$ cat config.mk
export PLATFORM = sky130hd
export DESIGN_NAME = ce_mac
export DESIGN_NICKNAME = d
export VERILOG_FILES = /design/src/rtl/ce_mac.sv
export SDC_FILE = /design/constraint.sdc
export NUM_CORES = 1
export LEC_CHECK = 0
export ABC_AREA = 1
export CAP_MARGIN = 20
export CORE_ASPECT_RATIO = 1.1
export CORE_MARGIN = 2
export CORE_UTILIZATION = 56
export DETAILED_ROUTE_END_ITERATION = 10
export HOLD_SLACK_MARGIN = 0.1
export PLACE_DENSITY_LB_ADDON = 0.08
export SETUP_SLACK_MARGIN = 0.1
export SYNTH_ARGS = -nofsm -noshare
export SYNTH_HDL_FRONTEND = slang
export SYNTH_SLANG_ARGS = --single-unit
$ cat constraint.sdc
create_clock -name CLK -period 8.3 [get_ports CLK]
set_input_delay 1.66 -clock CLK [delete_from_list [all_inputs] [get_ports CLK]]
set_output_delay 1.66 -clock CLK [all_outputs]
set_load 0.02 [all_outputs]
$ cat src/rtl/ce_mac.sv
// ce_mac: multiply-accumulate custom engine.
// Decodes CEI ops in S, keeps a 40-bit accumulator and runs an iterative
// signed 16x16 multiply. Accumulator writes commit only once the issuing
// op has cleared M without an exception; a halt interlocks E meanwhile.
module ce_mac #(
  parameter logic [5:0]  MAC_OPC    = 6'h1C,
  parameter int unsigned RADIX_BITS = 4
) (
  input  logic        CLK,
  input  logic        RESET_D1_R_N,
  input  logic        CFG_CEENBL,
  input  logic        CEI_CEHOLD,
  input  logic        CEI_XCPN_M,
  input  logic [11:0] CEI_OP_S_R,
  input  logic        CEI_INSTM32_S_R_N,
  input  logic [31:0] CEI_AOP_E_R,
  output logic [31:0] MAC_RES_E,
  output logic        MAC_SEL_E_R,
  output logic        MAC_HALT_E_R_C
);

  localparam int unsigned N     = 16 / RADIX_BITS;
  localparam int unsigned CNT_W = (N > 1) ? $clog2(N) : 1;
  localparam int unsigned PW    = 17 + RADIX_BITS;

  typedef enum logic [1:0] {
    ST_IDLE,
    ST_MUL,
    ST_WAIT
  } state_t;

  typedef enum logic [2:0] {
    SUB_MACZ = 3'd0,
    SUB_MAC  = 3'd1,
    SUB_MSU  = 3'd2,
    SUB_RDLO = 3'd3,
    SUB_RDHI = 3'd4,
    SUB_WRLO = 3'd5
  } sub_t;

  // E-stage register
  logic              r_e_vld;
  logic [2:0]        r_e_sub;

  // engine state
  state_t            r_state;
  state_t            w_state_nxt;
  logic [CNT_W-1:0]  r_cnt;
  logic [31:0]       r_prod;
  logic [31:0]       r_opnd;
  logic [15:0]       r_mplier;
  logic [2:0]        r_op;
  logic              r_m_ok;
  logic [39:0]       r_acc;

  // decode / control
  logic              w_hit;
  logic              w_halt;
  logic              w_adv;
  logic              w_is_wr;
  logic              w_is_mul;
  logic              w_issue;
  logic              w_m_ok;
  logic              w_m_abort;
  logic              w_commit;
  logic              w_cnt_last;
  logic              w_is_rd;

  // multiply datapath
  logic [RADIX_BITS:0]   w_chunk;
  logic signed [PW-1:0]  w_mc_x;
  logic signed [PW-1:0]  w_ch_x;
  logic signed [PW-1:0]  w_pp;
  logic [31:0]           w_pp_ext;
  logic [31:0]           w_prod_nxt;
  logic [31:0]           w_prod_fin;
  logic [39:0]           w_prod40;
  logic [39:0]           w_acc_nxt;

  logic              w_unused_opbits;
  assign w_unused_opbits = ^CEI_OP_S_R[5:3];

  assign w_hit = !CFG_CEENBL && !CEI_INSTM32_S_R_N &&
                 (CEI_OP_S_R[11:6] == MAC_OPC) && (CEI_OP_S_R[2:0] <= 3'd5);

  assign w_halt    = r_e_vld && (r_state != ST_IDLE);
  assign w_adv     = !CEI_CEHOLD && !w_halt;
  assign w_is_mul  = (r_e_sub == SUB_MAC) || (r_e_sub == SUB_MSU);
  assign w_is_wr   = w_is_mul || (r_e_sub == SUB_MACZ) || (r_e_sub == SUB_WRLO);
  assign w_issue   = r_e_vld && w_adv && w_is_wr;
  assign w_is_rd   = (r_e_sub == SUB_RDLO) || (r_e_sub == SUB_RDHI);

  // M resolves in the first unheld cycle after issue; an exception there wins
  assign w_m_ok    = !CEI_CEHOLD && !CEI_XCPN_M;
  assign w_m_abort = !CEI_CEHOLD &&  CEI_XCPN_M;

  assign w_cnt_last = (r_cnt == CNT_W'(N - 1));

  // one radix digit of the multiplier times the multiplicand; top digit is signed
  always_comb begin
    w_chunk    = {w_cnt_last & r_mplier[RADIX_BITS-1], r_mplier[RADIX_BITS-1:0]};
    w_mc_x     = PW'($signed(r_opnd[31:16]));
    w_ch_x     = PW'($signed(w_chunk));
    w_pp       = w_mc_x * w_ch_x;
    w_pp_ext   = 32'(w_pp);
    w_prod_nxt = r_prod + (w_pp_ext << (32'(r_cnt) * RADIX_BITS));
  end

  // accumulator update value for the pending write op
  always_comb begin
    w_prod_fin = (r_state == ST_MUL) ? w_prod_nxt : r_prod;
    w_prod40   = {{8{w_prod_fin[31]}}, w_prod_fin};
    case (r_op)
      SUB_MACZ: w_acc_nxt = '0;
      SUB_MAC:  w_acc_nxt = r_acc + w_prod40;
      SUB_MSU:  w_acc_nxt = r_acc - w_prod40;
      default:  w_acc_nxt = {{8{r_opnd[31]}}, r_opnd};
    endcase
  end

  // FSM next state and commit decision
  always_comb begin
    w_state_nxt = r_state;
    w_commit    = 1'b0;
    case (r_state)
      ST_IDLE: begin
        if (w_issue) w_state_nxt = (w_is_mul) ? ST_MUL : ST_WAIT;
      end
      ST_MUL: begin
        if (!r_m_ok && w_m_abort) begin
          w_state_nxt = ST_IDLE;
        end else if (w_cnt_last) begin
          if (r_m_ok || w_m_ok) begin
            w_commit    = 1'b1;
            w_state_nxt = ST_IDLE;
          end else begin
            w_state_nxt = ST_WAIT;
          end
        end
      end
      ST_WAIT: begin
        if (w_m_abort) begin
          w_state_nxt = ST_IDLE;
        end else if (w_m_ok) begin
          w_commit    = 1'b1;
          w_state_nxt = ST_IDLE;
        end
      end
      default: w_state_nxt = ST_IDLE;
    endcase
  end

  // FSM state register
  always_ff @(posedge CLK or negedge RESET_D1_R_N) begin
    if (!RESET_D1_R_N) r_state <= ST_IDLE;
    else               r_state <= w_state_nxt;
  end

  // E-stage op register: exception flush beats the normal advance
  always_ff @(posedge CLK or negedge RESET_D1_R_N) begin
    if (!RESET_D1_R_N) begin
      r_e_vld <= 1'b0;
      r_e_sub <= '0;
    end else if (CEI_XCPN_M) begin
      r_e_vld <= 1'b0;
      r_e_sub <= '0;
    end else if (w_adv) begin
      r_e_vld <= w_hit;
      r_e_sub <= CEI_OP_S_R[2:0];
    end
  end

  // operand capture at issue and the iterative multiply; the counter ignores hold
  always_ff @(posedge CLK or negedge RESET_D1_R_N) begin
    if (!RESET_D1_R_N) begin
      r_op     <= '0;
      r_opnd   <= '0;
      r_mplier <= '0;
      r_prod   <= '0;
      r_cnt    <= '0;
      r_m_ok   <= 1'b0;
    end else if (w_issue) begin
      r_op     <= r_e_sub;
      r_opnd   <= CEI_AOP_E_R;
      r_mplier <= CEI_AOP_E_R[15:0];
      r_prod   <= '0;
      r_cnt    <= '0;
      r_m_ok   <= 1'b0;
    end else if (r_state == ST_MUL) begin
      r_prod   <= w_prod_nxt;
      r_mplier <= r_mplier >> RADIX_BITS;
      if (!r_m_ok && w_m_ok) r_m_ok <= 1'b1;
      if (w_cnt_last || w_state_nxt == ST_IDLE) r_cnt <= '0;
      else                                      r_cnt <= r_cnt + CNT_W'(1);
    end
  end

  // accumulator commit
  always_ff @(posedge CLK or negedge RESET_D1_R_N) begin
    if (!RESET_D1_R_N)  r_acc <= '0;
    else if (w_commit)  r_acc <= w_acc_nxt;
  end

  assign MAC_HALT_E_R_C = w_halt;
  assign MAC_SEL_E_R    = r_e_vld && w_is_rd;
  assign MAC_RES_E      = !MAC_SEL_E_R ? '0 :
                          (r_e_sub == SUB_RDLO) ? r_acc[31:0] :
                          {{24{r_acc[39]}}, r_acc[39:32]};

endmodule
==> qor.yml <==
final_layout:
  layout-drive-gt1-share: 0.338
  final.fill_count: 1575
  final_cell_mix: "nand2_1 (525), buf_4 (429), inv_1 (399), nor2_1 (194), a21oi_1 (138)"
  antennaDiodeCount: 0
  syn_to_final_growth_pct: 49.1
  finalNetCount: 3078
  final_common_cell: "nand2_1"
sta:
  finalMaxSlewViolations: 0
  setup_violations: 13
  max_freq_mhz: 114
  setup-tns-final_ps: -3780
  rsz0062_at_grt: "yes"
  clock-skew-final_ps: 14.1
  post-route-period-util: 1.06
  hold_violations: 0
  maxSlewHeadroom: 0.270
  max_slew.worst_pin.slew_ps: 1090
  finalCriticalPeriod_ps: 8780
  hold_slack_ps: 490
  setup_ws_ps: -476
critical_path:
  criticalPathCategory: "flip-flop to flip-flop"
  cpMostUsedCell: "buf_6"
  critPathCaptureType: "flip-flop"
  cp-start-kind: "flip-flop"
  cpPeakStageDelay_ps: 570
  r2r_setup_slack_ps: -480
  crit_fanout: 8
  cp.required_ps: 8650
  slowest_stage: "fa_1"
  worstPathArrival_ps: 9120
yosys:
  ys_async_sr_fraction: 1.00
  syn-cell-area_sq_mm: 0.0151
  synth.distinct_cells: 61
  syn_avg_cell_area_sq_um: 6.39
  yosysTopAreaCell: "dfrtp_1"
  ys_warn_count: 0
  synth_nets: 2573
  synth_edf_count: 0
  ys_seq_area_frac: 0.219
  ys_ff_latch: 132
  synth.area.top_cells: "dfrtp_1 (22%), nand2_1 (16%), inv_1 (11%), ha_1 (9.4%), fa_1 (6.9%)"
  netlist_instances: 2358
  netlist.area_leader.share: 0.219
  synth_flop_cell: "dfrtp_1"
drt:
  drtIter0Drc: 1974
  avgViaCountPerCell: 5.71
  num_vias: 18400
  dr.pass1.iters: 6
  wl_per_cell_microns: 18.9
  drc: 0
  drt-total-wl_mm: 61.1
  ant_nets: 0
die:
  die_area_sq_mm: 0.0282
  rows: 62
  ios: 84
  die_h_microns: 176
  die-width_microns: 160
  core_area_sq_mm: 0.0263
  start_util: 0.573
global_routing:
  grt_max_degree: 78
  track_usage: 0.377
  grt_pass1_wl_mm: 84.5
  grt.met3_usage: 0.0418
  grt_pass1_vias: 17300
  antenna_found_initial: 0
  top_usage_layer: "met2"
  met1_usage: 0.442
  gr-total-overflow: 0
  gr-usage-met2: 0.669
clock_network:
  cts_tree: "yes"
  numClockSinks: 132
  numCtsBuffers: 17
  clock_latency_ps: 460
  htreeDepth: 4
  clk_pin_slew_ps: 70
  cts_buffer_depth: 2
  holdBufCountCts: 0
  cts-root-buf: "clkbuf_16"
placement:
  gp_congestion: 0.986
  io_buffers: 80
  place_hpwl_mm: 40.1
  pre_cts_ws_ps: -657
flow_run:
  maxCapViolCount: 0
pwr:
  p_per_area_mw_per_mm2: 432
  peakVddDrop_mv: 0.321
  p_total_uw: 9690
  leakage_uw: 0.0118
outcome:
  status: "finished with violations"
  violations: "setup timing"
worst_hold_path:
  min_path_type: "flip-flop to flip-flop"
==> cell families (layout without fill, tap and decap cells) <==
kind of cell,Yosys count,after routing,synth area share
simple gates,1116,1116,0.315
buf+inv,505,1023,0.127
compound gates,380,380,0.140
fa+ha+maj,165,165,0.163
flops,132,132,0.219
xor+xnor,53,53,0.0308
mux,7,7,0.00490
==> flip-flops by register name, summed over array words and instances (netlist names) <==
| signal | cells |
|---|---|
| r_state | 2 |
| r_acc | 40 |
| r_e_vld | 1 |
| r_m_ok | 1 |
| r_mplier | 16 |
| r_cnt | 2 |
| r_e_sub | 3 |
| r_prod | 32 |
| r_opnd | 32 |
| r_op | 3 |
==> cell usage after synthesis, drive strengths merged (2+ instances only) <==
| library cell | n |
|---|---|
| xnor2 | 11 |
| buf | 12 |
| a22oi | 4 |
| nand2 | 651 |
| nand4 | 27 |
| o211ai | 6 |
| a21o | 6 |
| o221ai | 9 |
| nand3 | 116 |
| o21a | 7 |
| a31oi | 8 |
| a21oi | 191 |
| clkinv | 2 |
| nor3 | 17 |
| o21ai | 122 |
| a211oi | 4 |
| or2 | 21 |
| and2 | 6 |
| fa | 52 |
| nor4 | 8 |
| xor2 | 42 |
| o21bai | 4 |
| nand3b | 6 |
| dfrtp | 132 |
| o22ai | 8 |
| ha | 113 |
| nor2 | 261 |
| inv | 444 |
| a21boi | 4 |
| clkbuf | 47 |
| mux2i | 7 |
==> layout make-up <==
type	instances	area (sq um)	share of cell area
sequential	132	3310	0.147
multi-input combinational	1721	12000	0.534
timing repair buffer	545	4480	0.199
clock buffer	17	425	0.0189
inverter	446	1680	0.0747
clock inverter	15	139	0.00619
tap	352	440	0.0196
==> worst paths after layout <==
| path | cells after the start | end | from |
|---|---|---|---|
| worst max register to register | 53 | r_acc[32] | r_cnt[0] |
| max in group asynchronous | 3 | r_acc[39] | RESET_D1_R_N |
| min in group asynchronous | 1 | r_opnd[15] | RESET_D1_R_N |
| worst min-delay path | 2 | r_opnd[5] | r_opnd[5] |
| worst min register to register | 2 | r_opnd[5] | r_opnd[5] |
| worst max-delay path | 53 | r_acc[32] | r_cnt[0] |
==> routing by layer <==
layer  wire, microns  vias up
li1                -     8435
met1           22000     8603
met2           29100     1037
met3            4590      352
met4            5330        0
met5               0        -
==> per-stage QoR <==
step | instances | utilization | area (sq um)
finish | 3228 | 0.854 | 22500
global route | 3228 | 0.854 | 22500
floorplan | 2358 | - | 15100
detailed placement | 3114 | 0.720 | 18900
global placement | 3114 | 0.720 | 18900
CTS | 3189 | 0.787 | 20700
==> critical path: cells and delay by family (launching register included) <==
kind,cells,cell delay (ps)
fa+ha+maj,7,2820
compound gates,12,1870
simple gates,18,1660
buf+inv,14,1370
xor+xnor,2,510
flops,1,430
==> what timing repair did <==
item	in CTS	in global routing
pin swaps	129	164
gates resized for setup	218	336
setup endpoints to repair	24	25
setup buffers	43	36
==> power breakdown <==
part           internal (uW)  switching [uW]  leakage (uW)
clock                    395             346      0.000275
combinational           3510            4400       0.00993
sequential               837             205       0.00163
(Power assumes the default switching activity.)
